`src/rtl/arb_mux_pkg.sv`:
```
// Shared definitions for the registered N:1 arbitrating mux.
package arb_mux_pkg;

    typedef enum logic {
        MODE_FIXED = 1'b0,
        MODE_RR    = 1'b1
    } mux_mode_t;

    localparam int MAX_NUM_IN = 16;

endpackage

```
`src/rtl/arb_mux_n_rr_arbiter.sv`:
```
// Combinational round-robin arbiter: the search starts one past ptr and wraps.
// Structure is rotate requests, priority-encode the lowest, rotate the grant back.
module rr_arbiter #(
    parameter  int NUM_IN = 4,
    localparam int SEL_W  = $clog2(NUM_IN)
) (
    input  logic [NUM_IN-1:0] req,
    input  logic [SEL_W-1:0]  ptr,
    input  logic              en,
    output logic [NUM_IN-1:0] grant
);

    localparam int CW = SEL_W + 1;

    logic [NUM_IN-1:0] rot_req;
    logic [NUM_IN-1:0] rot_grant;
    logic [CW-1:0]     start;

    // NOTE: every signal written in always_comb gets a default first, so no path leaves it unassigned and no latch is inferred.
    always_comb begin
        logic [CW-1:0] idx;
        logic          found;
        rot_req   = '0;
        rot_grant = '0;
        grant     = '0;
        found     = 1'b0;
        idx       = '0;

        start = {1'b0, ptr} + CW'(1);
        if (start >= CW'(NUM_IN)) start = '0;

        for (int k = 0; k < NUM_IN; k++) begin
            idx = start + CW'(k);
            if (idx >= CW'(NUM_IN)) idx = idx - CW'(NUM_IN);
            rot_req[k] = req[idx[SEL_W-1:0]];
        end

        for (int k = 0; k < NUM_IN; k++) begin
            if (rot_req[k] && !found) begin
                rot_grant[k] = 1'b1;
                found        = 1'b1;
            end
        end

        for (int k = 0; k < NUM_IN; k++) begin
            idx = start + CW'(k);
            if (idx >= CW'(NUM_IN)) idx = idx - CW'(NUM_IN);
            if (rot_grant[k]) grant[idx[SEL_W-1:0]] = en;
        end
    end

endmodule

```
`src/rtl/arb_mux_n.sv`:
```
// Registered N:1 datapath mux with per-channel valid/ready and fixed or
// round-robin channel selection; one-beat output register with full throughput.
module arb_mux_n
    import arb_mux_pkg::*;
#(
    parameter  int WIDTH  = 32,
    parameter  int NUM_IN = 4,
    localparam int SEL_W  = $clog2(NUM_IN)
) (
    input  logic                    clk,
    input  logic                    rst_n,
    input  logic [NUM_IN*WIDTH-1:0] in_data,
    input  logic [NUM_IN-1:0]       in_valid,
    output logic [NUM_IN-1:0]       in_ready,
    input  logic                    mode,
    input  logic [SEL_W-1:0]        select,
    output logic [WIDTH-1:0]        out,
    output logic                    out_valid,
    input  logic                    out_ready,
    output logic [SEL_W-1:0]        out_src
);

    localparam int CW = SEL_W + 1;

    mux_mode_t         mode_e;
    logic              load_en;
    logic [NUM_IN-1:0] fixed_grant;
    logic [NUM_IN-1:0] rr_grant;
    logic [NUM_IN-1:0] grant;
    logic [SEL_W-1:0]  grant_idx;
    logic              xfer;
    logic [SEL_W-1:0]  rr_ptr;

    assign mode_e  = mux_mode_t'(mode);
    assign load_en = !out_valid || out_ready;

    // An out-of-range select (non-power-of-2 NUM_IN) simply yields no grant.
    always_comb begin
        fixed_grant = '0;
        if (CW'(select) < CW'(NUM_IN)) begin
            if (in_valid[select]) fixed_grant[select] = 1'b1;
        end
    end

    rr_arbiter #(.NUM_IN(NUM_IN)) u_rr_arbiter (
        .req   (in_valid),
        .ptr   (rr_ptr),
        .en    (load_en),
        .grant (rr_grant)
    );

    assign grant    = (mode_e == MODE_RR) ? rr_grant : fixed_grant;
    assign in_ready = grant & {NUM_IN{load_en}};
    assign xfer     = |in_ready;

    always_comb begin
        grant_idx = '0;
        for (int i = 0; i < NUM_IN; i++) begin
            if (grant[i]) grant_idx = SEL_W'(i);
        end
    end

    // NOTE: state registers use non-blocking assignments so every flop samples pre-edge values.
    always_ff @(posedge clk or negedge rst_n) begin
        if (!rst_n) begin
            out       <= '0;
            out_valid <= 1'b0;
            out_src   <= '0;
            rr_ptr    <= SEL_W'(NUM_IN - 1);
        end else if (xfer) begin
            out       <= in_data[grant_idx*WIDTH +: WIDTH];
            out_src   <= grant_idx;
            out_valid <= 1'b1;
            if (mode_e == MODE_RR) rr_ptr <= grant_idx;
        end else if (out_ready) begin
            out_valid <= 1'b0;
        end
    end

endmodule

```
`config.mk`:
```
export PLATFORM = sky130hd
export DESIGN_NAME = arb_mux_n
export DESIGN_NICKNAME = d
export VERILOG_FILES = /design/src/rtl/arb_mux_pkg.sv /design/src/rtl/arb_mux_n_rr_arbiter.sv /design/src/rtl/arb_mux_n.sv
export SDC_FILE = /design/constraint.sdc
export NUM_CORES = 1
export LEC_CHECK = 0
export ABC_AREA = 1
export CAP_MARGIN = 5
export CORE_MARGIN = 2
export CORE_UTILIZATION = 30
export DETAILED_ROUTE_END_ITERATION = 6
export SLEW_MARGIN = 20
export SYNTH_ARGS = -nofsm -noshare
export SYNTH_HDL_FRONTEND = slang
export SYNTH_HIERARCHICAL = 1
export SYNTH_SLANG_ARGS = --single-unit
```
`constraint.sdc`:
```
create_clock -name clk -period 6.1 [get_ports clk]
set_input_delay 0.61 -clock clk [delete_from_list [all_inputs] [get_ports clk]]
set_output_delay 0.61 -clock clk [all_outputs]
set_load 0.01 [all_outputs]
```
# == Yosys cells after proc, flatten, opt, wreduce, memory -nomap -nowiden ==
# Cells that the tools add are included.
# op_classes
bitwise,2
shift,1
mux,45
n_reduce_logical,16
n_lt_le_gt_ge,15
addsub,8
# ops
cell,count
128-bit by 8-bit indexed part select with 32-bit output,1
4-bit 2-to-1 mux,6
1-bit 2-to-1 mux,19
3-bit greater-or-equal comparator (second input constant),5
2-bit by 3-bit < comparator with 1-bit output (second input constant),5
4-bit bitwise mux,3
2-bit 2-to-1 mux,6
1-bit binary-select mux with 2-bit select,5
1-bit demux with 2-bit select,5
2-bit by 1-bit greater-or-equal comparator with 1-bit output (second input constant),5
4-bit AND,2
1-bit logical AND,8
2-bit by 1-bit subtractor with 2-bit output (second input constant),4
3-bit by 2-bit adder with 3-bit output (second input constant),2
1-bit logical NOT,4
4-bit OR reduction,1
2-bit by 1-bit adder with 3-bit output (second input constant),1
3-bit by 1-bit adder with 3-bit output (second input constant),1
3-bit 2-to-1 mux,1
2-bit AND reduction,1
2-bit nonzero test,1
1-bit logical OR,1
# totals
elab_cells,91
register_bits,37
out_inout_bits,39
input_bits,138

# == Logic depth before layout (Yosys ltp) ==
# Gate-level depths: netlist of run 1.
# depth
depth_word,23
mapped_depth,21
mapped_depth_nobuf,20

# == By module ==
# Netlist of run 1, hierarchy kept.
# modules_own_cells
module,seq_area_each_um2,cells_per_inst,n_inst,area_per_inst_um2
arb_mux_n,928.4,563,1,3066.7
rr_arbiter,0.0,73,1,421.7

# == Least setup slack after synthesis of run 1 ==
# OpenSTA, ideal clock, no wires.
# synth_path
path_type,flip-flop to output port
from,register rr_ptr[0]
to,output in_ready[1]
stages_incl_launch_ff,15
slack_ns,3.263
arrival_ns,2.227
path_buffers,1
t_required_ns,5.490
cell_sequence,dfstp_2 inv_2 ha_1 inv_1 nand3_2 nand2_4 nand2_4 nor2_4 nand3_1 nand3b_1 nand2_1 o21ai_4 buf_2 inv_1 nor2_1
# synth_via
elab_chain_len,20
word_cells_on_any_way,68
cone_classes,add/sub (8); order compare (13); mux (35); bitwise (2); reduce/logical (10)
# synth_lines
item,line_no,source
start: declaration,arb_mux_n.sv:32,logic [SEL_W-1:0] rr_ptr;
start signal: assignment,arb_mux_n.sv:69,rr_ptr <= SEL_W'(NUM_IN - 1);
start signal: assignment,arb_mux_n.sv:74,if (mode_e == MODE_RR) rr_ptr <= grant_idx;
2-bit by 1-bit adder with 3-bit output (*),arb_mux_n_rr_arbiter.sv:29,"start = {1'b0, ptr} + CW'(1);"
3-bit greater-or-equal comparator,arb_mux_n_rr_arbiter.sv:30,if (start >= CW'(NUM_IN)) start = '0;
3-bit 2-to-1 mux (*),arb_mux_n_rr_arbiter.sv:30,
"parallel branches: the longest is 14 deep, another holds 3-bit by 1-bit adder with 3-bit output",n/a,
4-bit 2-to-1 mux (*),arb_mux_n_rr_arbiter.sv:48,if (rot_grant[k]) grant[idx[SEL_W-1:0]] = en;
net rr_grant[1],arb_mux_n.sv:28,logic [NUM_IN-1:0] rr_grant;
4-bit 2-to-1 mux (*),arb_mux_n.sv:52,assign grant = (mode_e == MODE_RR) ? rr_grant : fixed_grant;
4-bit AND (*),arb_mux_n.sv:53,assign in_ready = grant & {NUM_IN{load_en}};
end: declaration,arb_mux_n.sv:14,"output logic [NUM_IN-1:0] in_ready,"
# Mark *: on every way through the listed nets, which the timed path passes. The select of a mux whose other input is x is not followed.

# == Worst setup path after layout of run 1 ==
# layout_path
from,register rr_ptr[0]
to,register out[15]
# layout_via
elab_chain_len,23
word_cells_on_any_way,73
cone_classes,add/sub (8); order compare (13); shift (1); mux (38); bitwise (2); reduce/logical (11)
# layout_lines
item,line_no,source
2-bit by 1-bit adder with 3-bit output (*),arb_mux_n_rr_arbiter.sv:29,
3-bit greater-or-equal comparator,arb_mux_n_rr_arbiter.sv:30,
3-bit 2-to-1 mux (*),arb_mux_n_rr_arbiter.sv:30,
"parallel branches: the longest is 14 deep, another holds 3-bit by 1-bit adder with 3-bit output",n/a,
4-bit 2-to-1 mux (*),arb_mux_n_rr_arbiter.sv:48,
net rr_grant[1],arb_mux_n.sv:28,
4-bit 2-to-1 mux (*),arb_mux_n.sv:52,
1-bit 2-to-1 mux,arb_mux_n.sv:59,if (grant[i]) grant_idx = SEL_W'(i);
2-bit 2-to-1 mux (2 in series),arb_mux_n.sv:59,
128-bit by 8-bit indexed part select with 32-bit output,arb_mux_n.sv:71,out <= in_data[grant_idx*WIDTH +: WIDTH];
end signal: assignment,arb_mux_n.sv:71,
end: declaration,arb_mux_n.sv:17,"output logic [WIDTH-1:0] out,"
# Marks and branches as above.
# A chain may end at the register's enable or synchronous reset.

==> impl_metrics.csv, run 1 <==
group,metric,value,unit
yosys,ys.flop_type,"dfrtp_1",
yosys,yosysWarnings,6,
clock_tree,clockRootBuffer,"clkbuf_16",
detailed_routing,routed_wl,12100,um
yosys,synth_nets,780,
flow_run,drv_cap,0,
yosys,yosysTopAreaCell,"nand2_1",
cells_and_area,syn_to_final_growth,54.8,%
critical_path,crit_arrival,4.45,ns
power_and_ir_drop,power.switching,0.00117,W
global_route,grt_max_degree,38,
yosys,synthCells,636,
yosys,ys_top_cells_by_area,"nand2_1 28%, dfrtp_1 25%, nor2_1 15%",
clock_tree,ctsHtreeMaxLevel,2,
floorplan,die_width,112,um
yosys,synth-seq-cells,37,
detailed_routing,drcViolationCount,0,
yosys,syn_avg_cell_area,5.48,um^2
yosys,synth_enable_flop_cells,0,
critical_path,reg2reg_from,"rr_ptr[0]$_DFFE_PN1P_",
sta,setup_tns,0,ns
global_route,grt_pass1_wl,20200,um
sta,slew_headroom,37.0,%
detailed_routing,antenna_left,0,
critical_path,reg2reg_depth,18,
detailed_routing,routed-via-count,4234,
clock_tree,cts_tree,"yes",
floorplan,rows,39,
placed_design,portBuffers,176,
sta,drv_slew,0,
clock_tree,cts-resized-gates,0,
sta,min_period,4.29,ns
critical_path,cp_max_fo,35,
detailed_routing,drt-initial-drc-count,243,
clock_tree,cts_buffers,5,
min_path,min_path_type,"input pin to asynchronous set/reset pin",
placed_design,gp_congestion,0.857,
global_route,grt.total_usage,19.3,%
sta,clock_skew,0.00563,ns
clock_tree,clock-sinks,37,
clock_tree,ctsHoldBuffers,0,
power_and_ir_drop,ir_drop,282,uV
floorplan,start_util,30.7,%
floorplan,coreArea,0.0114,mm^2
global_route,antenna_found_initial,0,
power_and_ir_drop,pwr-share-clk,10.8,%
yosys,synth_top_area_share,28.3,%
sta,finalSetupViolations,0,
clock_tree,cts_setup_buffers,0,
placed_design,dp.cells,927,
cells_and_area,fin_nets,935,
floorplan,die_h,112,um
cells_and_area,drive_gt1_share,4.17,%
detailed_routing,route.detailed.wl_per_inst,13.0,um
critical_path,crit_path_end_kind,"flip-flop",
clock_tree,clk_latency,0.28,ns
yosys,synthTopCellsByCount,"263 x nand2_1, 136 x nor2_1, 79 x inv_1, 49 x nand3_1, 35 x dfrtp_1",
sta,rsz0062_at_grt,"false",
cells_and_area,finalNonFillerCells,934,
power_and_ir_drop,p_int,0.00120,W
critical_path,required,6.26,ns
yosys,synth_sequential_area_ratio,26.6,%
placed_design,dp_hpwl,8680,um
cells_and_area,num_antenna_cells,0,
clock_tree,clk_pin_slew,0.06,ns
power_and_ir_drop,power_density,439,mW/mm^2
power_and_ir_drop,p_leak,2.88,nW
cells_and_area,final_area,0.00540,mm^2
outcome,status,"complete, no violations",
sta,fin_crit_sh,70.4,%
power_and_ir_drop,seqPwrFrac,18.9,%
critical_path,start_kind,"flip-flop",
yosys,yosysMostFrequentCell,"nand2_1",
global_route,grt_pass1_vias,4216,
sta,max_freq,233,MHz
floorplan,ioPinCount,177,
yosys,async_reset_ff_share,100,%
critical_path,path_class,"flip-flop to flip-flop",
clock_tree,clock_path_buffers,2,
sta,hold_violations,0,
detailed_routing,via_per_inst,4.53,
critical_path,r2r-end,"out[15]$_DFFE_PN0P_",
power_and_ir_drop,p_total,0.00237,W
critical_path,r2r_slack,1.81,ns
power_and_ir_drop,sw_frac_of_total,49.4,%
yosys,netlist_area,0.00349,mm^2
placed_design,postPlaceCellArea,0.00526,mm^2
global_route,grt_overflow,0,
detailed_routing,first_pass_iters,4,
sta,tightest_slew,0.942,ns
cells_and_area,final_core_util,47.5,%
yosys,synthDistinctLibCells,26,
floorplan,fp.dieArea,0.0125,mm^2
power_and_ir_drop,p_comb_share,70.3,%
-- power by group through the flow --
stage / clock [W] / sequential [W] / combinational (W)
finish: 0.000256 / 0.000449 / 0.00167
floorplan: 0 / 0.000498 / 0.00110
global placement: 0 / 0.000450 / 0.00166
detailed placement: 0 / 0.000449 / 0.00169
CTS: 0.000264 / 0.000449 / 0.00169
global route: 0.000274 / 0.000465 / 0.00189
-- stage by stage --
stage	hold slack [ns]	setup slack, ns
5_1_grt	0.494	1.35
6_report	0.458	1.81
4_1_cts	0.480	1.74
3_5_place_dp	0.461	1.67
3_3_place_gp	0.455	1.80
2_1_floorplan	0.314	3.26
-- placed cells by master (no fill, tap or decap), types with 4 or more instances in the layout --
cell type	Yosys	final
dfrtp_1	35	35
inv_2	5	5
clkdlybuf4s50_1	0	175
clkbuf_16	0	5
nor2_1	136	135
nand3_1	49	49
nand2_1	263	263
nand4_1	5	5
inv_1	79	79
nand2_4	4	4
ha_1	6	6
-- state kept, by name, summed over array words and instances, names as in the netlist --
| name | cells |
|---|---|
| out_src | 2 |
| out | 32 |
| out_valid | 1 |
| rr_ptr | 2 |
-- area by class of cell --
type / count / area, um^2
Sequential cell: 37 / 928
Fill cell: 1202 / 5970
Inverter: 85 / 322
Multi-Input combinational cell: 484 / 2060
Tap cell: 143 / 179
Timing Repair Buffer: 178 / 1770
Clock buffer: 7 / 143
-- kinds of logic after synthesis --
kind of cell / after synthesis / share of synthesized area (%)
simple gates: 468 / 54.7
buf+inv: 115 / 14.6
flops: 37 / 26.6
compound gates: 10 / 1.94
fa+ha+maj: 6 / 2.15
-- metal layers --
layer / track usage (%) / vias to the layer above / part of all wire (%)
met5: 0 / - / 0
met3: 3.97 / 14 / 8.2
met4: 4.28 / 0 / 1.1
li1: - / 2187 / -
met2: 32.4 / 176 / 45
met1: 25.7 / 1857 / 45
-- worst max path at each step --
stage               slack, ns             endpoint  cells after the start                   from
global route             1.35   out[3]$_DFFE_PN0P_                     18  rr_ptr[0]$_DFFE_PN1P_
detailed placement       1.67  out[13]$_DFFE_PN0P_                     18              out_ready
global placement         1.80  out[22]$_DFFE_PN0P_                     18              out_ready
finish                   1.81  out[15]$_DFFE_PN0P_                     18  rr_ptr[0]$_DFFE_PN1P_
floorplan                3.26          in_ready[1]                     14  rr_ptr[0]$_DFFE_PN1P_
CTS                      1.74  out[15]$_DFFE_PN0P_                     18  rr_ptr[0]$_DFFE_PN1P_
-- worst max-delay path, cell delays in order, from the launching register on --
cell      delay [ns]
dfstp_2         0.65
inv_2           0.14
ha_1            0.37
inv_1           0.10
nand3_2         0.11
nand2_4         0.12
nand2_4         0.07
nor2_4          0.11
nand3_1         0.09
nand3b_1        0.13
nand2_1         0.10
o21ai_4         0.37
nand2_2         0.67
nand2_2         0.77
nand2_1         0.12
nand2_1         0.09
nand2_1         0.04
nand2_1         0.05
nand2_1         0.06
No activity file was read; power rests on OpenSTA's default activity.
==> run 2, diff against run 1 <==
--- a/config.mk
+++ b/config.mk
@@ -10,6 +10,7 @@
 export CORE_MARGIN = 2
 export CORE_UTILIZATION = 30
 export DETAILED_ROUTE_END_ITERATION = 6
+export PLACE_DENSITY = 0.66
 export SLEW_MARGIN = 20
 export SYNTH_ARGS = -nofsm -noshare
 export SYNTH_HDL_FRONTEND = slang
==> constraint.sdc (replaced) <==
create_clock -name clk -period 3.59 [get_ports clk]
set_input_delay 0.359 -clock clk [delete_from_list [all_inputs] [get_ports clk]]
set_output_delay 0.359 -clock clk [all_outputs]
set_load 0.01 [all_outputs]
==> impl_metrics.csv, run 2 (same netlist as run 1, synthesis figures left out) <==
group,metric,value,unit
outcome,status,"complete, no violations",
cells_and_area,drive_gt1_share,5.62,%
cells_and_area,multi_input_area,0.00206,mm^2
power_and_ir_drop,p_leak,2.92,nW
global_route,grt.total_usage,19.2,%
clock_tree,clk_pin_slew,0.06,ns
detailed_routing,first_pass_iters,4,
global_route,gr-usage-met2,31.8,%
power_and_ir_drop,ir_drop,624,uV
clock_tree,cts_tree,"yes",
sta,max_freq,302,MHz
detailed_routing,antenna_left,0,
min_path,min_path_type,"input pin to asynchronous set/reset pin",
floorplan,ioPinCount,177,
critical_path,required,3.23,ns
detailed_routing,route.detailed.wl_per_inst,12.7,um
cells_and_area,num_antenna_cells,0,
clock_tree,clk_latency,0.27,ns
cells_and_area,fin_nets,944,
sta,setup_tns,0,ns
cells_and_area,largest_reg_flops,32,
cells_and_area,regMostFlops,"out",
sta,slew_headroom,44.9,%
detailed_routing,via_per_inst,4.46,
detailed_routing,routed_wl,12000,um
floorplan,coreArea,0.0114,mm^2
sta,finalSetupViolations,0,
clock_tree,clockRootBuffer,"clkbuf_16",
critical_path,start_kind,"flip-flop",
clock_tree,clock-sinks,37,
floorplan,die_h,112,um
global_route,grt.busiest_layer,"met2",
cells_and_area,layout_common_cells,"263 x nand2_1, 175 x clkdlybuf4s50_1, 134 x nor2_1",
floorplan,die_width,112,um
flow_run,drv_cap,0,
critical_path,reg2reg_from,"rr_ptr[0]$_DFFE_PN1P_",
critical_path,r2r_slack,0.59,ns
critical_path,crit_end,"in_ready[0]",
sta,drv_slew,0,
clock_tree,clock_path_buffers,2,
cells_and_area,final_core_util,48.2,%
clock_tree,cts_buffers,5,
power_and_ir_drop,p_total,0.00413,W
cells_and_area,layout.cells.most_common,"nand2_1",
global_route,met3_usage,4.08,%
placed_design,portBuffers,176,
detailed_routing,drt-initial-drc-count,304,
sta,hold_violations,0,
global_route,grt_pass1_wl,20200,um
cells_and_area,biggestRegsByFlops,"out x32, out_src x2, rr_ptr x2",
critical_path,path_class,"flip-flop to primary output",
placed_design,dp_hpwl,8890,um
critical_path,r2r-end,"out[22]$_DFFE_PN0P_",
clock_tree,ctsHtreeMaxLevel,2,
sta,tightest_slew,0.827,ns
critical_path,crit_path_end_kind,"primary output",
detailed_routing,drcViolationCount,0,
sta,fin_crit_sh,92.2,%
global_route,met1_usage,25.9,%
critical_path,crit_start,"rr_ptr[0]$_DFFE_PN1P_",
detailed_routing,routed-via-count,4208,
placed_design,gp_congestion,0.894,
sta,min_period,3.31,ns
critical_path,cp_max_fo,8,
floorplan,fp.dieArea,0.0125,mm^2
sta,clock_skew,0.00521,ns
power_and_ir_drop,power_density,754,mW/mm^2
critical_path,crit_arrival,2.95,ns
critical_path,reg2reg_depth,19,
global_route,grt_overflow,0,
global_route,grt_max_degree,38,
global_route,antenna_found_initial,0,
floorplan,start_util,30.7,%
cells_and_area,regArea,928,um^2
floorplan,rows,39,
cells_and_area,syn_to_final_growth,57.1,%
cells_and_area,nFillCells,1206,
global_route,grt_pass1_vias,4297,
sta,rsz0062_at_grt,"false",
## run 2: changes by cell type in the layout (fill, tap and decap cells not counted), sizes merged
cell	change
buf	+9
clkbuf	-2
clkinv	+2
clkinvlp	+1
## run 2: how the worst min path moves through the flow
stage / startpoint / end / slack (ns) / cells after the start
after floorplan: rst_n / out[0]$_DFFE_PN0P_ / 0.06 / 0
after global placement: out_src[0]$_DFFE_PN0P_ / out_src[0]$_DFFE_PN0P_ / 0.46 / 2
after detailed placement: out[30]$_DFFE_PN0P_ / out[30]$_DFFE_PN0P_ / 0.46 / 2
after CTS: rst_n / out[0]$_DFFE_PN0P_ / 0.22 / 1
after global routing: rst_n / out[30]$_DFFE_PN0P_ / 0.25 / 1
final: rst_n / out[27]$_DFFE_PN0P_ / 0.19 / 1
## run 2: report_power, final
part	switching, W	leakage (nW)	total [W]	internal, W
sequential	0.000120	0.453	0.000762	0.000643
clock	0.000159	0.0696	0.000413	0.000254
combinational	0.00176	2.40	0.00296	0.00120
total	0.00204	2.92	0.00413	0.00210
## run 2: metrics by stage
stage               hold slack [ns]  setup WS (ns)  std cells  instance area, um^2
floorplan                    0.0634          0.989        636                 3490
global placement              0.459          0.485        935                 5330
detailed placement            0.464          0.421        935                 5330
CTS                           0.215          0.109        943                 5470
global route                  0.254         0.0877        944                 5480
finish                        0.190          0.279        944                 5480
## run 2: critical path, stage by stage, from the launching register on
cell	delay [ns]
dfstp_2	0.57
inv_2	0.10
ha_1	0.35
inv_1	0.10
nand3_2	0.11
nand2_4	0.12
nand2_4	0.07
nor2_4	0.11
nand3_1	0.11
nand4_1	0.13
nand2_1	0.05
o21ai_0	0.13
inv_1	0.07
nor2_1	0.09
clkdlybuf4s50_1	0.55
## run 2: what timing repair did
item                                    4_1_cts  5_1_grt
hold buffers                                  0        0
buffers inserted                              0        1
gates resized for setup                       0        1
endpoints found under the setup margin        0        2
## run 2: cell type report
type / count / area share [%]
Multi-Input combinational cell: 484 / 37.5
Timing Repair Buffer: 187 / 33.8
Sequential cell: 37 / 16.9
Inverter: 85 / 5.87
Tap cell: 143 / 3.27
Clock buffer: 5 / 2.28
Clock inverter: 3 / 0.320
## run 2: layer usage
layer,wire length (um),vias to the layer above
met4,113,0
met1,5560,1841
met2,5450,151
li1,-,2206
met3,852,10
met5,0,-
